$ cat src/rtl/branch_fwd_ctrl.sv
// branch_fwd_ctrl
//   Hazard and forwarding control for instructions that consume register
//   operands in ID (conditional branches and jalr). A three-entry scoreboard
//   mirrors the destination registers of the instructions currently in EX,
//   MEM and WB. It is used to pick comparator operand sources, to stall ID
//   when a producer is still in EX, and to flush IF/ID on a taken branch.
//
// Ports
//   clk, rst              clock, asynchronous active-high reset
//   id_valid/id_early     ID holds a valid instruction / it reads operands in ID
//   id_is_branch          ID instruction is a conditional branch
//   id_rs1/id_rs2         source register indices
//   id_use_rs1/id_use_rs2 source register is actually read
//   id_rd/id_we/id_is_load destination info of the ID instruction
//   ext_stall             global freeze; scoreboard and counter hold
//   br_taken              comparator result for the ID instruction
//   rs1_forwarding/rs2_forwarding
//                         00 regfile, 01 MEM ALU, 10 WB data, 11 MEM load data
//   stall_id/bubble_ex/flush_if  pipeline control
//   stall_cnt             saturating count of stall cycles
//
// Handshake: none. All control outputs are combinational from the
// scoreboard and the current ID inputs and are valid in the same cycle.
module branch_fwd_ctrl #(
    parameter int CNT_W = 32
) (
    input  logic             clk,
    input  logic             rst,
    input  logic             id_valid,
    input  logic             id_early,
    input  logic             id_is_branch,
    input  logic [4:0]       id_rs1,
    input  logic [4:0]       id_rs2,
    input  logic             id_use_rs1,
    input  logic             id_use_rs2,
    input  logic [4:0]       id_rd,
    input  logic             id_we,
    input  logic             id_is_load,
    input  logic             ext_stall,
    input  logic             br_taken,
    output logic [1:0]       rs1_forwarding,
    output logic [1:0]       rs2_forwarding,
    output logic             stall_id,
    output logic             bubble_ex,
    output logic             flush_if,
    output logic [CNT_W-1:0] stall_cnt
);

    // Scoreboard entries {v, rd, we, ld} for EX, MEM, WB
    logic       ex_v_q,  mem_v_q,  wb_v_q;
    logic [4:0] ex_rd_q, mem_rd_q, wb_rd_q;
    logic       ex_we_q, mem_we_q, wb_we_q;
    logic       ex_ld_q, mem_ld_q, wb_ld_q;

    logic       ex_v_d;
    logic [4:0] ex_rd_d;
    logic       ex_we_d;
    logic       ex_ld_d;

    logic [CNT_W-1:0] stall_cnt_q;

    function automatic logic is_hit(input logic v, input logic we,
                                    input logic [4:0] rd, input logic [4:0] r);
        return v & we & (rd == r) & (r != 5'd0);
    endfunction

    // Priority: MEM (ALU or load data) beats WB; x0 never hits.
    function automatic logic [1:0] fwd_sel(input logic use_r, input logic mem_hit,
                                           input logic mem_ld, input logic wb_hit);
        logic [1:0] sel;
        sel = 2'b00;
        if (use_r) begin
            if (mem_hit)     sel = mem_ld ? 2'b11 : 2'b01;
            else if (wb_hit) sel = 2'b10;
        end
        return sel;
    endfunction

    logic ex_hit_rs1, ex_hit_rs2;
    logic mem_hit_rs1, mem_hit_rs2;
    logic wb_hit_rs1, wb_hit_rs2;

    always_comb begin
        ex_hit_rs1  = is_hit(ex_v_q,  ex_we_q,  ex_rd_q,  id_rs1);
        ex_hit_rs2  = is_hit(ex_v_q,  ex_we_q,  ex_rd_q,  id_rs2);
        mem_hit_rs1 = is_hit(mem_v_q, mem_we_q, mem_rd_q, id_rs1);
        mem_hit_rs2 = is_hit(mem_v_q, mem_we_q, mem_rd_q, id_rs2);
        wb_hit_rs1  = is_hit(wb_v_q,  wb_we_q,  wb_rd_q,  id_rs1);
        wb_hit_rs2  = is_hit(wb_v_q,  wb_we_q,  wb_rd_q,  id_rs2);

        rs1_forwarding = fwd_sel(id_use_rs1, mem_hit_rs1, mem_ld_q, wb_hit_rs1);
        rs2_forwarding = fwd_sel(id_use_rs2, mem_hit_rs2, mem_ld_q, wb_hit_rs2);

        // A producer in EX has no value to forward yet (ALU result is not
        // available in ID, load data even less), so wait one cycle; by then
        // it sits in MEM and forwards as 01 or 11.
        stall_id  = id_valid & id_early &
                    ((id_use_rs1 & ex_hit_rs1) | (id_use_rs2 & ex_hit_rs2));
        bubble_ex = stall_id & ~ext_stall;
        // Comparator operands are stale while stalled, so ignore br_taken.
        flush_if  = id_valid & id_is_branch & br_taken & ~stall_id & ~ext_stall;

        ex_v_d  = bubble_ex ? 1'b0 : id_valid;
        ex_rd_d = id_rd;
        ex_we_d = id_we;
        ex_ld_d = id_is_load;
    end

    always_ff @(posedge clk or posedge rst) begin
        if (rst) begin
            ex_v_q   <= 1'b0;
            ex_rd_q  <= 5'd0;
            ex_we_q  <= 1'b0;
            ex_ld_q  <= 1'b0;
            mem_v_q  <= 1'b0;
            mem_rd_q <= 5'd0;
            mem_we_q <= 1'b0;
            mem_ld_q <= 1'b0;
            wb_v_q   <= 1'b0;
            wb_rd_q  <= 5'd0;
            wb_we_q  <= 1'b0;
            wb_ld_q  <= 1'b0;
        end else if (!ext_stall) begin
            wb_v_q   <= mem_v_q;
            wb_rd_q  <= mem_rd_q;
            wb_we_q  <= mem_we_q;
            wb_ld_q  <= mem_ld_q;
            mem_v_q  <= ex_v_q;
            mem_rd_q <= ex_rd_q;
            mem_we_q <= ex_we_q;
            mem_ld_q <= ex_ld_q;
            ex_v_q   <= ex_v_d;
            ex_rd_q  <= ex_rd_d;
            ex_we_q  <= ex_we_d;
            ex_ld_q  <= ex_ld_d;
        end
    end

    always_ff @(posedge clk or posedge rst) begin
        if (rst) begin
            stall_cnt_q <= '0;
        end else if (bubble_ex && (stall_cnt_q != {CNT_W{1'b1}})) begin
            stall_cnt_q <= stall_cnt_q + {{(CNT_W-1){1'b0}}, 1'b1};
        end
    end

    assign stall_cnt = stall_cnt_q;

endmodule

$ cat config.mk
export PLATFORM = sky130hd
export DESIGN_NAME = branch_fwd_ctrl
export DESIGN_NICKNAME = d
export VERILOG_FILES = /design/src/rtl/branch_fwd_ctrl.sv
export SDC_FILE = /design/constraint.sdc
export NUM_CORES = 1
export LEC_CHECK = 0
export ABC_CLOCK_PERIOD_IN_PS = 2200
export CORE_ASPECT_RATIO = 1.75
export CORE_MARGIN = 2
export CORE_UTILIZATION = 40
export CTS_BUF_LIST = sky130_fd_sc_hd__clkbuf_4 sky130_fd_sc_hd__clkbuf_8 sky130_fd_sc_hd__clkbuf_16
export DETAILED_ROUTE_END_ITERATION = 8
export PLACE_DENSITY = 0.65
export SKIP_LAST_GASP = 1
export SLEW_MARGIN = 10
export SYNTH_ARGS = -nofsm -noshare
export SYNTH_HDL_FRONTEND = slang
export SYNTH_SLANG_ARGS = --single-unit
$ cat constraint.sdc
create_clock -name clk -period 2.2 [get_ports clk]
set_input_delay 0.44 -clock clk [delete_from_list [all_inputs] [get_ports clk]]
set_output_delay 0.44 -clock clk [all_outputs]
set_load 0.02 [all_outputs]
==> flow_summary.rst <==
.. list-table::
   :header-rows: 1

   * - Metric
     - Value
   * - Initial Util
     - 0.409
   * - FP Rows
     - 41
   * - Aggregate routed wire length
     - 8360 um
   * - GP Congestion
     - around 0.94
   * - Setup slack at placement
     - -914 ps
   * - Cell at the root of the clock tree
     - clkbuf_16
   * - Maximum level of the CTS H-tree
     - 2
   * - Detail-routed via count per cell
     - between 5 and 6
   * - Crit path to
     - rs2_forwarding[1]
   * - Overall power after layout
     - 2.51 mW
   * - Count of final max-slew check failures
     - 0
   * - Via count
     - 2599
   * - Number of buffers added to fix hold violations after cts
     - 0
   * - Number of DRC markers in iteration 0
     - 159
   * - Start of the worst register-to-register path
     - stall_cnt[10]
   * - FF-to-FF End
     - stall_cnt[26]
   * - Critical setup path kind
     - flop to output port
   * - Data arrival time of the worst path
     - ~1900 ps
   * - Area of the die
     - around 8000 um2
   * - Violated checks
     - setup timing
   * - Chip Height
     - 117 um
   * - Setup repair after global routing missed its margin
     - yes
   * - TritonCTS clock tree
     - yes
   * - Later-pin clock latency in the skew report
     - between 200 and 300 ps
   * - Top Ports
     - 65
   * - Number of violations of the max-capacitance limit
     - 0
   * - Syn_nets
     - 298
   * - Worst reg-to-reg setup slack
     - 10 ps
   * - Sum of overflow across all layers after global routing
     - 0
   * - Simple-gate portion of the synthesized area
     - 0.207
   * - Fin nets
     - 417
   * - Total leakage power
     - 2.21 nW
   * - Cell area reported after detailed placement
     - 3970 um2
   * - Seq/Total Area, Yosys
     - 0.472
   * - Worst setup EP type
     - output port
   * - Core ar.
     - between 7000 and 8000 um2
   * - Non-filler instance count after layout
     - 476
   * - Area added between synthesis and finish
     - 63.5%
   * - Setup-failing EPs final
     - 11
   * - Antenna violations before repair
     - 0
   * - Post-synthesis cell count
     - approximately 270
   * - Number of nets with antenna violations after detailed routing
     - 0
   * - First-pass GRT wire length
     - 12600 um
   * - Category of the worst setup path launch point
     - flop
   * - Count of cells along the worst register-to-register path
     - 7
   * - Worst min path class
     - input port to asynchronous set/reset pin
   * - F_max
     - 0.434 GHz
   * - Aggregate global-route resource usage
     - 0.212
   * - Post-Synth Adder-Cell Area
     - 0.00429
   * - Number of clock buffers inserted by TritonCTS
     - 5
   * - Minimum period implied by the final worst setup slack
     - approximately 2300 ps
   * - Die X-Extent
     - 68.5 um
   * - Vias in the first global route
     - 2586
   * - Number of distinct library cells after synthesis
     - 36
   * - WL per Instance
     - 17.6 um
   * - Synthesized area divided by synthesized cell count
     - 10.8 um2
   * - Placed wire-length estimate
     - 5750 um
   * - Top fanout value on the critical path
     - 4
   * - Commonest cells in the netlist
     - dfrtp_1, xor2_1, xnor2_1, mux2_2, nor4_1
   * - Antenna fix cells
     - 0
   * - Final setup TNS
     - -566 ps
   * - Max IR drop VDD
     - 0.000337 V
   * - Cell total after placement
     - approximately 460
   * - Crit share post-route
     - 1.05
   * - Cells taking the most area after synthesis
     - dfrtp_1, xor2_1, mux2_2
   * - Multiplexer share of the synthesized area
     - 0.0889
   * - Maximum clock skew at final layout
     - 9.79 ps
   * - Drt drc
     - 0
   * - Result of the run
     - finished with violations
   * - Area share of the largest cell type after synthesis
     - 0.472
   * - Clock tree sinks
     - 55
   * - Final instance area
     - 4770 um2
   * - Final WS setup
     - -106 ps
   * - Total power density per cell area
     - 527 nW/um2
   * - Clock transition at path regs
     - 70 ps
   * - Xor-xnor portion of the synthesized cell area
     - 0.177
   * - Maximum number of pins on one net before global-route repair
     - 56
   * - EDFF count, synth
     - 0
   * - Source of the critical timing path
     - mem_rd_q[2]
   * - Main combinational cell family by area after synthesis
     - simple AND/OR/NAND/NOR gates
   * - Fillcell total
     - 587
   * - Fraction of the mapped netlist area in compound gates
     - 0.0266
   * - Most frequently used flop master after synthesis
     - dfrtp_1
   * - Slew margin rel.
     - 0.565
   * - Async set-or-reset flop fraction in the synthesized netlist
     - 1.00
   * - Library cell with the highest instance count after synthesis
     - dfrtp_1
   * - Final hold violations
     - 0
   * - Flop and latch count out of synthesis
     - 55
   * - Transition at the pin with the smallest max-transition slack
     - 650 ps
   * - Total standard cell area after synthesis
     - 2910 um2
   * - Number of detailed-route iterations in the first pass
     - 4
   * - Area leader, netlist
     - dfrtp_1
   * - Total number of yosys warnings
     - 0
   * - WP data required
     - 1760 ps
   * - Buffers from clock root to sink, at most
     - 2
   * - IO Port Bufs
     - 64
   * - Share of final-layout standard cells stronger than drive strength 1
     - 0.428
-- metrics by stage --
| step | utilization | hold WS [ps] |
|---|---|---|
| 2_1_floorplan | - | 471 |
| 3_3_place_gp | 0.556 | 488 |
| 3_5_place_dp | 0.556 | 496 |
| 4_1_cts | 0.615 | 510 |
| 5_1_grt | 0.668 | 518 |
| 6_report | 0.668 | 493 |
-- state kept, by name (all words and copies together), names as in the netlist, 5 cells and up --
register,count
ex_rd_q,5
mem_rd_q,5
wb_rd_q,5
stall_cnt,32
-- where the power goes --
group          total [mW]  switching [mW]  internal [mW]
registers            1.14          0.0675           1.08
logic               0.469           0.202          0.267
clock network       0.899           0.354          0.544
-- what timing repair did --
item                                    CTS  global route
buffers inserted                          8             6
gates cloned                              1             0
resized for setup                       117            58
endpoints found under the setup margin   38            32
pin swaps                                18            21
-- worst min-delay path by stage --
stage / start / to / slack [ps] / cells after the start
after floorplan: ex_v_q / ex_v_q / 470 / 2
after global placement: ex_ld_q / mem_ld_q / 490 / 1
after detailed placement: ex_ld_q / mem_ld_q / 500 / 1
after CTS: ex_ld_q / mem_ld_q / 510 / 1
after global routing: ex_ld_q / mem_ld_q / 520 / 1
final: rst / stall_cnt[15] / 490 / 3
-- layer usage --
metal | global-route usage | vias to the layer above | wire length, um
li1 | - | 1199 | -
met1 | 0.220 | 1304 | 3020
met2 | 0.407 | 77 | 4820
met3 | 0.0287 | 19 | 248
met4 | 0.0893 | 0 | 265
met5 | 0 | - | 0
-- worst max-delay path, cell delays in order (launching register included) --
cell	delay [ps]
dfrtp_2	440
xnor2_2	180
nand3_2	140
nor4_4	320
and2_4	200
a2bb2oi_2	140
buf_4	150
-- cell type report --
| type | instances | area [um2] | share of cell area |
|---|---|---|---|
| Clock buffer | 6 | 133 | 0.0278 |
| Clock inverter | 1 | 30.0 | 0.00630 |
| Inverter | 7 | 26.3 | 0.00551 |
| Multi-Input combinational cell | 201 | 1980 | 0.415 |
| Sequential cell | 55 | 1380 | 0.290 |
| Tap cell | 86 | 108 | 0.0226 |
| Timing Repair Buffer | 120 | 1110 | 0.234 |
-- logic make-up after synthesis --
kind of cell / Yosys count
xor gates and xnor gates: 59
muxes: 23
and+or+nand+nor: 108
AOI/OAI and AO/OA: 10
DFF: 55
buffers and inverters: 15
adders and majority gates: 1
-- placed cells by master (no fill, tap or decap), drive strengths merged, types with 2 or more instances in the layout --
| cell | count |
|---|---|
| clkbuf | 6 |
| nor3 | 16 |
| clkdlybuf4s50 | 44 |
| dlygate4sd2 | 3 |
| nor4 | 19 |
| nand2 | 16 |
| clkdlybuf4s15 | 3 |
| a21oi | 2 |
| dfrtp | 55 |
| xnor2 | 24 |
| xor2 | 35 |
| buf | 70 |
| nand4 | 13 |
| or4 | 2 |
| and2 | 4 |
| nand3 | 15 |
| nor2 | 9 |
| mux2 | 23 |
| and3 | 9 |
| o21ai | 4 |
| inv | 7 |
| a2bb2oi | 2 |
Power figures use the tool's default switching activity.
